[src/rtl/fifo_write_ctrl_pkg.sv]
// Shared pointer helpers for the async FIFO write and read controllers.
// Pointers are handled at a fixed maximum width; callers zero-extend in and truncate out.
package fifo_write_ctrl_pkg;

  localparam int DEFAULT_ADDR_WIDTH = 4;
  localparam int MAX_PTR_WIDTH      = 17;

  typedef logic [MAX_PTR_WIDTH-1:0] ptr_t;

  function automatic ptr_t bin2gray(input ptr_t bin);
    return bin ^ (bin >> 1);
  endfunction

  function automatic ptr_t gray2bin(input ptr_t gray);
    ptr_t bin;
    bin[MAX_PTR_WIDTH-1] = gray[MAX_PTR_WIDTH-1];
    for (int i = MAX_PTR_WIDTH - 2; i >= 0; i--) begin
      bin[i] = bin[i+1] ^ gray[i];
    end
    return bin;
  endfunction

endpackage

[src/rtl/ptr_sync_2ff.sv]
// Two-flop synchronizer for a Gray-coded pointer crossing into the local clock domain.
module ptr_sync_2ff #(
  parameter int WIDTH = 5
) (
  input  logic             clk,
  input  logic             rst_n,
  input  logic [WIDTH-1:0] d,
  output logic [WIDTH-1:0] q
);

  logic [WIDTH-1:0] stage1;

  always_ff @(posedge clk or negedge rst_n) begin
    if (!rst_n) begin
      stage1 <= '0;
      q      <= '0;
    end else begin
      stage1 <= d;
      q      <= stage1;
    end
  end

endmodule

[src/rtl/fifo_write_ctrl.sv]
// Write-side controller of an async FIFO: write pointer, Gray export and
// pessimistic full / almost-full / level flags against the synchronized read pointer.
module fifo_write_ctrl
  import fifo_write_ctrl_pkg::*;
#(
  parameter int ADDR_WIDTH = DEFAULT_ADDR_WIDTH,
  parameter int AF_MARGIN  = 2
) (
  input  logic                  write_clock,
  input  logic                  write_reset_n,
  input  logic                  write_enable,
  input  logic [ADDR_WIDTH:0]   read_ptr_gray,
  output logic [ADDR_WIDTH-1:0] write_addr,
  output logic [ADDR_WIDTH:0]   write_ptr_gray,
  output logic                  write_full,
  output logic                  write_almost_full,
  output logic [ADDR_WIDTH:0]   write_level
);

  localparam int PTR_W = ADDR_WIDTH + 1;
  localparam int DEPTH = 1 << ADDR_WIDTH;

  logic [PTR_W-1:0] rq2;
  logic [PTR_W-1:0] wbin;
  logic [PTR_W-1:0] wbin_next;
  logic [PTR_W-1:0] gray_next;
  logic [PTR_W-1:0] rbin_sync;
  logic [PTR_W-1:0] level_next;
  logic [PTR_W-1:0] full_pattern;
  logic [PTR_W:0]   free_next;
  logic             write_inc;
  logic             full_next;
  logic             almost_full_next;

  ptr_sync_2ff #(
    .WIDTH (PTR_W)
  ) u_read_ptr_sync (
    .clk   (write_clock),
    .rst_n (write_reset_n),
    .d     (read_ptr_gray),
    .q     (rq2)
  );

  // Full when the write pointer is exactly one lap ahead: Gray equality with the two MSBs flipped.
  always_comb begin
    write_inc        = write_enable & ~write_full;
    wbin_next        = wbin + PTR_W'(write_inc);
    gray_next        = PTR_W'(bin2gray(ptr_t'(wbin_next)));
    rbin_sync        = PTR_W'(gray2bin(ptr_t'(rq2)));
    level_next       = wbin_next - rbin_sync;
    full_pattern     = {~rq2[PTR_W-1 -: 2], rq2[PTR_W-3:0]};
    full_next        = (gray_next == full_pattern);
    free_next        = (PTR_W+1)'(DEPTH) - {1'b0, level_next};
    almost_full_next = (free_next <= (PTR_W+1)'(AF_MARGIN));
  end

  always_ff @(posedge write_clock or negedge write_reset_n) begin
    if (!write_reset_n) begin
      wbin              <= '0;
      write_ptr_gray    <= '0;
      write_full        <= 1'b0;
      write_almost_full <= 1'b0;
      write_level       <= '0;
    end else begin
      wbin              <= wbin_next;
      write_ptr_gray    <= gray_next;
      write_full        <= full_next;
      write_almost_full <= almost_full_next;
      write_level       <= level_next;
    end
  end

  assign write_addr = wbin[ADDR_WIDTH-1:0];

endmodule

[config.mk]
export PLATFORM = sky130hd
export DESIGN_NAME = fifo_write_ctrl
export DESIGN_NICKNAME = d
export VERILOG_FILES = /design/src/rtl/fifo_write_ctrl_pkg.sv /design/src/rtl/ptr_sync_2ff.sv /design/src/rtl/fifo_write_ctrl.sv
export SDC_FILE = /design/constraint.sdc
export NUM_CORES = 1
export LEC_CHECK = 0
export CORE_MARGIN = 2
export CORE_UTILIZATION = 53
export CTS_CLUSTER_DIAMETER = 50
export CTS_CLUSTER_SIZE = 14
export DETAILED_ROUTE_END_ITERATION = 8
export GPL_TIMING_DRIVEN = 0
export PLACE_DENSITY_LB_ADDON = 0.08
export SLEW_MARGIN = 5
export SYNTH_ARGS = -nofsm -noshare
export SYNTH_HDL_FRONTEND = slang
export SYNTH_HIERARCHICAL = 1
export SYNTH_SLANG_ARGS = --single-unit
[constraint.sdc]
create_clock -name write_clock -period 4.35 [get_ports write_clock]
set_input_delay 0.6525 -clock write_clock [delete_from_list [all_inputs] [get_ports write_clock]]
set_output_delay 0.6525 -clock write_clock [all_outputs]
set_load 0.01 [all_outputs]
# Yosys cells after proc, flatten, opt, wreduce, memory -nomap -nowiden
# Cells that the tools add are included.
# word_totals
reg_bits	27
input_bits	8
output_inout_bits	16
elab_cells	20
# op_classes
n_addsub	3
magnitude_cmp	1
n_eq_ne	1
bitwise_logic	8
# op_table
cell	n
6-bit by 2-bit <= comparator with 1-bit output (second input constant)	1
5-bit by 5-bit subtractor with 6-bit output (first input constant)	1
5-bit by 1-bit adder with 5-bit output	1
5-bit == test	1
5-bit subtractor	1
5-bit by 4-bit XOR with 5-bit output	1
1-bit XOR	4
2-bit NOT	1
1-bit AND	1
1-bit NOT	1

# Longest topological paths before layout
# Gate-level depths: netlist of run 1.
# depth
ltp_word	7
ltp_mapped	11
depth_no_buf	11

# Hierarchy
# Netlist of run 1, hierarchy kept.
# modules_own_cells
module	n_inst	cells_per_inst	area_each_um2	seq_area_each_um2
fifo_write_ctrl	1	75	912.1	400.4
ptr_sync_2ff	1	10	250.2	250.2

# Worst setup path before layout of run 1
# Ideal clock, no wire load.
# synth_path
kind	reg2reg
from	reg u_read_ptr_sync.q[4]
to	reg write_almost_full
setup_ns	0.073
arrival_time_ns	2.822
required_ns	4.277
path_slack_ns	1.455
stages_incl_launch_ff	12
n_path_buf	0
synth_period_minus_slack_ns	2.895
cell_sequence	dfrtp_1 xor3_2 xnor2_1 xnor2_1 ha_1 inv_1 fa_1 inv_1 ha_1 nand2b_1 a211o_1 a21oi_2
# synth_between
elab_chain_len	7
# synth_rtl
element	line_no	text
start: declaration	ptr_sync_2ff.sv:8	output logic [WIDTH-1:0] q
start signal: assignment	ptr_sync_2ff.sv:19	q <= stage1;
1-bit XOR * (3 in series)	fifo_write_ctrl_pkg.sv:18	bin[i] = bin[i+1] ^ gray[i];
1-bit XOR	fifo_write_ctrl_pkg.sv:18	
5-bit subtractor *	fifo_write_ctrl.sv:50	level_next = wbin_next - rbin_sync;
net level_next[1]	fifo_write_ctrl.sv:28	logic [PTR_W-1:0] level_next;
5-bit by 5-bit subtractor with 6-bit output *	fifo_write_ctrl.sv:53	free_next = (PTR_W+1)'(DEPTH) - {1'b0, level_next};
6-bit by 2-bit <= comparator with 1-bit output *	fifo_write_ctrl.sv:54	almost_full_next = (free_next <= (PTR_W+1)'(AF_MARGIN));
net almost_full_next	fifo_write_ctrl.sv:33	logic almost_full_next;
end signal: assignment	fifo_write_ctrl.sv:68	write_almost_full <= almost_full_next;
end: declaration	fifo_write_ctrl.sv:16	output logic write_almost_full,
# Mark *: on every way through the listed nets, which the timed path passes. The rest lies on a longest branch.

# Final worst setup path of run 1
# Same ends and word-level chain as after synthesis.

==> results by group, run 1 <==
Detailed routing
  • WL final: 1710 µm
  • Pre-Repair DR Iteration Count: 2
  • Wirelength per Cell: 12.3 µm
  • Post-route DRC: 0
  • Initial drt markers: 5
  • Vias per cell: 4.91
  • Antenna Violating Nets Remaining: 0
  • Via count: 682

Layout
  • Layout Nets: 130
  • Area Growth Syn to Fin: 27.2%
  • Fillers: 148
  • Commonest non-fill, non-tap cell in the layout: dfrtp_1
  • Share of layout cells above drive strength 1: 0.0714
  • Most frequent cells in the layout: dfrtp_1 (26), clkdlybuf4s50_1 (23), xnor2_1 (11)
  • ANT cells: 0

Outcome
  • Outcome: completed

Clock tree
  • Clk slew on worst S/H paths: 140 ps
  • Root Buffer: clkbuf_4
  • Post-CTS sizing: 0
  • Post-CTS Setup Inserts: 0
  • CTS Hold Bufs: 0
  • H-Tree Depth: 1
  • TritonCTS buffer count: 3
  • Sink Count: 26
  • Clock Path Buffers: 2
  • CTS tree: yes
  • Worst skew pair latency: about 310 ps

Critical path
  • Critical Path RT: 4610 ps
  • Slowest stage cell on the critical path: fa_1
  • Critical path class: flop to flop
  • Worst-path maximum fanout: 3
  • Critical Path Max Stage Delay: 530 ps
  • Reg2Reg Setup Slack: around 1200 ps
  • Crit-path cells: xor3_2 > xnor2_1 > xnor2_1 > ha_1 > inv_1 > fa_1 > inv_1 > ha_1 > nand2b_1 > a211o_1 > a21oi_2
  • Crit path capture type: flop
  • Setup crit start kind: flop
  • Arr. time, crit path: between 3000 and 4000 ps

Timing
  • Final Critical Period: 3120 ps
  • Worst Skew: roughly 3.6 ps
  • RSZ-0062 raised after global routing: no
  • Final period util: 0.718
  • Worst slew margin: 0.283
  • Fmax: between 300 and 400 MHz
  • Setup TNS: 0 ps
  • Slew @ Worst Pin: 1070 ps
  • Final Hold Violating Endpoints: 0
  • Slack of the critical path: 1230 ps
  • Slew Limit Fails: 0
  • Setup-failing EPs final: 0

Place
  • DP HPWL: around 1300 µm
  • Port bufs: 23
  • Worst slack at placement: 886 ps
  • Placer Congestion: 0.724

Logic synthesis
  • FF+latch count, synth: 26
  • Post-Synthesis Cells: 85
  • Syn_area_per_cell: between 10 and 15 µm²
  • Yosys warnings: 6
  • Syn nets: between 100 and 150
  • Mapped Area: 0.00116 mm²
  • Post-synth cell types: 19
  • Share of the yosys chip area belonging to registers: 0.560

Power
  • VDD IR max: 0.000583 V
  • Leak: 0.689 nW
  • Pwr/cell area: 905 mW/mm²

GRT
  • Total track usage: 0.167
  • Largest net degree at the start of global routing: 27
  • Vias in the first global route: 710
  • Initial antenna violation count: 0
  • Total grt overflow: 0
  • First-pass GRT wire length: 3140 µm

Die
  • IO Count: 24
  • Core Box Area: 0.00202 mm²
  • Initial Util: 0.575
  • Die Height: between 50 and 60 µm
  • Die Footprint: 0.00258 mm²
  • Chip Width: 50.8 µm
  • # rows: 16

Flow run
  • Max cap viols: 0

Hold path
  • Worst Hold Class: flop to flop
worst max-delay path, delay by kind of cell, from the launching register on:
family | cells | cell delay, ps
fa+ha+maj | 3 | 950
buf+inv | 2 | 130
xor+xnor | 3 | 1020
flops | 1 | 420
simple gates | 1 | 160
compound gates | 2 | 390
state kept, by name, summed over array words and instances, names as in the netlist:
register	cells
u_read_ptr_sync/stage1	5
write_ptr_gray	4
wbin	5
u_read_ptr_sync/q	5
write_full	1
write_level	5
write_almost_full	1
worst paths after layout:
path                                           start  cells past startpoint              endpoint
setup / recovery                u_read_ptr_sync/q[4]                     11     write_almost_full
hold / removal             u_read_ptr_sync/stage1[4]                      0  u_read_ptr_sync/q[4]
min in group asynchronous              write_reset_n                      1     write_ptr_gray[1]
setup reg to reg                u_read_ptr_sync/q[4]                     11     write_almost_full
hold reg to reg            u_read_ptr_sync/stage1[4]                      0  u_read_ptr_sync/q[4]
max in group asynchronous              write_reset_n                      1               wbin[2]
routing by layer:
metal	share of wire	vias up	GRT usage
met4	0.012	0	0.0541
li1	-	327	-
met5	0	-	0
met3	0.048	4	0.0292
met2	0.50	20	0.285
met1	0.44	331	0.219
area by class of cell:
type,instances,area [µm²],area share
Sequential cell,26,651,0.440
Clock inverter,1,30.0,0.0203
Multi-Input combinational cell,50,478,0.323
Timing Repair Buffer,23,230,0.156
Clock buffer,3,22.5,0.0152
Inverter,9,33.8,0.0228
Tap cell,27,33.8,0.0228
where the power goes:
group | internal, mW | switching [mW]
clock network | 0.0931 | 0.0693
logic | 0.407 | 0.398
registers | 0.329 | 0.0420
total | 0.829 | 0.509
stage by stage:
| step | std cells | hold slack, ps | util | total power, mW | cell area, µm² |
|---|---|---|---|---|---|
| after floorplan | 85 | 331 | - | 0.933 | 1160 |
| after global placement | 135 | 332 | 0.705 | 1.16 | 1430 |
| after detailed placement | 135 | 336 | 0.705 | 1.19 | 1430 |
| after CTS | 139 | 367 | 0.731 | 1.35 | 1480 |
| after global routing | 139 | 386 | 0.731 | 1.47 | 1480 |
| final | 139 | 363 | 0.731 | 1.34 | 1480 |
synthesized netlist by cell type:
library cell | count | share of area
a211o_1 | 1 | 0.0075
nand4_1 | 1 | 0.0054
xor2_1 | 9 | 0.068
dfrtp_1 | 26 | 0.56
nand3b_4 | 1 | 0.017
nand2_1 | 2 | 0.0065
nor2b_1 | 3 | 0.016
xor3_2 | 2 | 0.043
a21oi_2 | 1 | 0.0075
fa_1 | 1 | 0.017
a21o_1 | 3 | 0.019
a31oi_1 | 1 | 0.0054
nand3_1 | 3 | 0.013
xnor2_1 | 11 | 0.083
nor3_1 | 1 | 0.0043
ha_1 | 8 | 0.086
nand2b_1 | 1 | 0.0054
nor3b_1 | 1 | 0.0065
inv_1 | 9 | 0.029
kinds of logic after synthesis:
family / share of synthesized area
xor+xnor: 0.194
buf+inv: 0.0291
fa+ha+maj: 0.103
flops: 0.560
compound gates: 0.0398
simple gates: 0.0743
(Power assumes the default switching activity.)
==> run 2, diff against run 1 <==
- CORE_ASPECT_RATIO: unset -> 0.5
- CORE_UTILIZATION: 53 -> 44
- clock period: 4.35 -> 2.6 ns (I/O delays scaled with it)
==> run 2 against run 1 <==
  * The flow now finishes with violations (setup timing)
  * Register-to-register slack got worse by 1500 ps
  * Count of clock-buffer cells in the layout unchanged
  * Clock skew fell by 1.8 ps
  * Clock power rose by 31%
  * Global-route usage is 2.2 points lower
  * Highest routed layer is now met3
  * Sequential cell count unchanged
  * Sequential power is 73% higher
  * Hold slack worse by 13 ps
==> results by group, run 2 (synthesis results as in run 1) <==
Outcome
  • Outcome: complete, but fails checks
  • Failing checks: setup timing

Die
  • Die Height: 40.3 µm
  • # rows: 13
  • Initial Util: 0.455
  • IO Count: 24
  • Core Box Area: 0.00255 mm²
  • Chip Width: 76.7 µm
  • Die Footprint: 0.00309 mm²

GRT
  • Total grt overflow: 0
  • Largest net degree at the start of global routing: 27
  • Initial antenna violation count: 0
  • Total track usage: 0.146
  • First-pass GRT wire length: 3190 µm
  • Vias in the first global route: around 660

Power
  • Clock Power Share: 0.083
  • NetSw: 0.999 mW
  • VDD IR max: 0.000931 V
  • Pwr/cell area: 1530 mW/mm²
  • Sequential share of power: 0.251
  • Switching fraction of total power: 0.392
  • Leak: 0.754 nW
  • Internal power: 1.55 mW
  • Logic pwr share: 0.665

Critical path
  • Crit-path cells: xor3_2 > xnor2_4 > xnor2_2 > ha_2 > inv_2 > fa_2 > inv_2 > ha_4 > nand2b_4 > a211o_1 > a21oi_2
  • Reg2Reg Setup Slack: -230 ps
  • Critical Path RT: about 2800 ps
  • Critical path class: flop to flop
  • Worst-path maximum fanout: 3
  • Arr. time, crit path: 3030 ps
  • Critical Path Max Stage Delay: 550 ps
  • FF-to-FF End: write_almost_full
  • R2R cell count: 11
  • WP buf/inv: 2
  • Setup crit start kind: flop
  • Slowest stage cell on the critical path: fa_2
  • Cell family with most CP delay: adder cells
  • Worst reg2reg startpoint: u_read_ptr_sync/q[3]
  • Crit path capture type: flop
  • CP dominant cell by count: inv_2

Detailed routing
  • Initial drt markers: 56
  • Antenna Violating Nets Remaining: 0
  • Via count: roughly 690
  • Post-route DRC: 0
  • Wirelength per Cell: 13.0 µm
  • Vias per cell: 4.37
  • WL final: 2050 µm
  • Pre-Repair DR Iteration Count: 2

Clock tree
  • Sink Count: 26
  • Clk slew on worst S/H paths: 80 ps
  • CTS Hold Bufs: 0
  • H-Tree Depth: 1
  • TritonCTS buffer count: 3
  • CTS tree: yes
  • Worst skew pair latency: 260 ps
  • Clock Path Buffers: 2
  • Root Buffer: clkbuf_8

Timing
  • Slew @ Worst Pin: 1150 ps
  • RSZ-0062 raised after global routing: yes
  • Worst Skew: 1.77 ps
  • Final Critical Period: around 2800 ps
  • Setup-failing EPs final: 1
  • Final Hold Violating Endpoints: 0
  • Worst slew margin: 0.233
  • Slack of the critical path: -233 ps
  • Slew Limit Fails: 0
  • Fmax: 353 MHz
  • Final period util: 1.09

Hold path
  • Hold Startpoint: u_read_ptr_sync/stage1[3]
  • Worst Hold Class: flop to flop
  • Hold depth: 0
  • Hold EP: u_read_ptr_sync/q[3]

Place
  • Placer Congestion: 0.742
  • Worst slack at placement: -520 ps
  • DP HPWL: 1440 µm
  • Placed cell area: 0.00145 mm²
  • Port bufs: 23

Layout
  • Seq. cell area: about 650 µm²
  • Commonest non-fill, non-tap cell in the layout: dfrtp_1
  • Fillers: 211
  • Multi-input gate area: 583 µm²
  • Area Growth Syn to Fin: 42.8%
  • Layout Nets: 140
  • Post-layout instance area: ~0.0017 mm²
  • ANT cells: 0
  • Share of layout cells above drive strength 1: 0.264
  • Most frequent cells in the layout: dfrtp_1 (26), clkdlybuf4s50_1 (23), buf_4 (10)

Flow run
  • Max cap viols: 0
[run 2: cell count changes in the layout (fill, tap and decap cells not counted), sizes merged]
cell,change
bufinv,-1
buf,+10
[run 2: worst max-delay path by stage]
stage,start,cells after the start,slack (ps),endpoint
detailed placement,write_enable,12,-520,write_almost_full
global route,u_read_ptr_sync/q[3],11,-340,write_almost_full
floorplan,u_read_ptr_sync/q[3],11,-170,write_almost_full
finish,u_read_ptr_sync/q[3],11,-230,write_almost_full
global placement,write_enable,12,-560,write_almost_full
CTS,u_read_ptr_sync/q[4],11,-250,write_almost_full
[run 2: power groups by stage]
stage	Clock, mW	Combinational, mW	Sequential (mW)
3_5_place_dp	0	1.39	0.634
5_1_grt	0.241	1.86	0.658
3_3_place_gp	0	1.35	0.630
4_1_cts	0.220	1.53	0.636
2_1_floorplan	0	0.882	0.690
6_report	0.212	1.70	0.641
[run 2: cell type report]
class                      count  share of cell area
multi-input combinational     50               0.351
sequential                    26               0.392
timing repair buffer          33               0.184
clock buffer                   3              0.0249
inverter                       9              0.0203
tap                           37              0.0279
[run 2: per-stage QoR]
stage | hold WS (ps) | util | power, mW | setup TNS, ps | instances
final | 351 | 0.650 | 2.55 | -233 | 158
after floorplan | 94.4 | - | 1.57 | -166 | 85
after CTS | 360 | 0.619 | 2.38 | -248 | 156
after global placement | 332 | 0.567 | 1.98 | -1090 | 145
after global routing | 364 | 0.650 | 2.76 | -339 | 158
after detailed placement | 342 | 0.567 | 2.02 | -1010 | 145
[run 2: worst reg2reg max path, stage by stage, from the launching register on]
cell and delay, ps:
dfrtp_1 380, xor3_2 510, xnor2_4 220, xnor2_2 130, ha_2 190, inv_2 40, fa_2 550, inv_2 60
ha_4 170, nand2b_4 130, a211o_1 270, a21oi_2 120
[run 2: what timing repair did]
item                                    in CTS  in global routing
resized for setup                            5                 12
cloned                                       0                  0
buffers inserted                             8                  2
pin swaps                                    6                  5
endpoints found under the setup margin       2                  2
[run 2: routing by layer]
layer	up-vias	routed length (µm)	track usage
met5	-	0	0
met4	0	0	0.0136
met3	0	119	0.0586
met2	20	915	0.230
met1	327	1020	0.200
li1	344	-	-
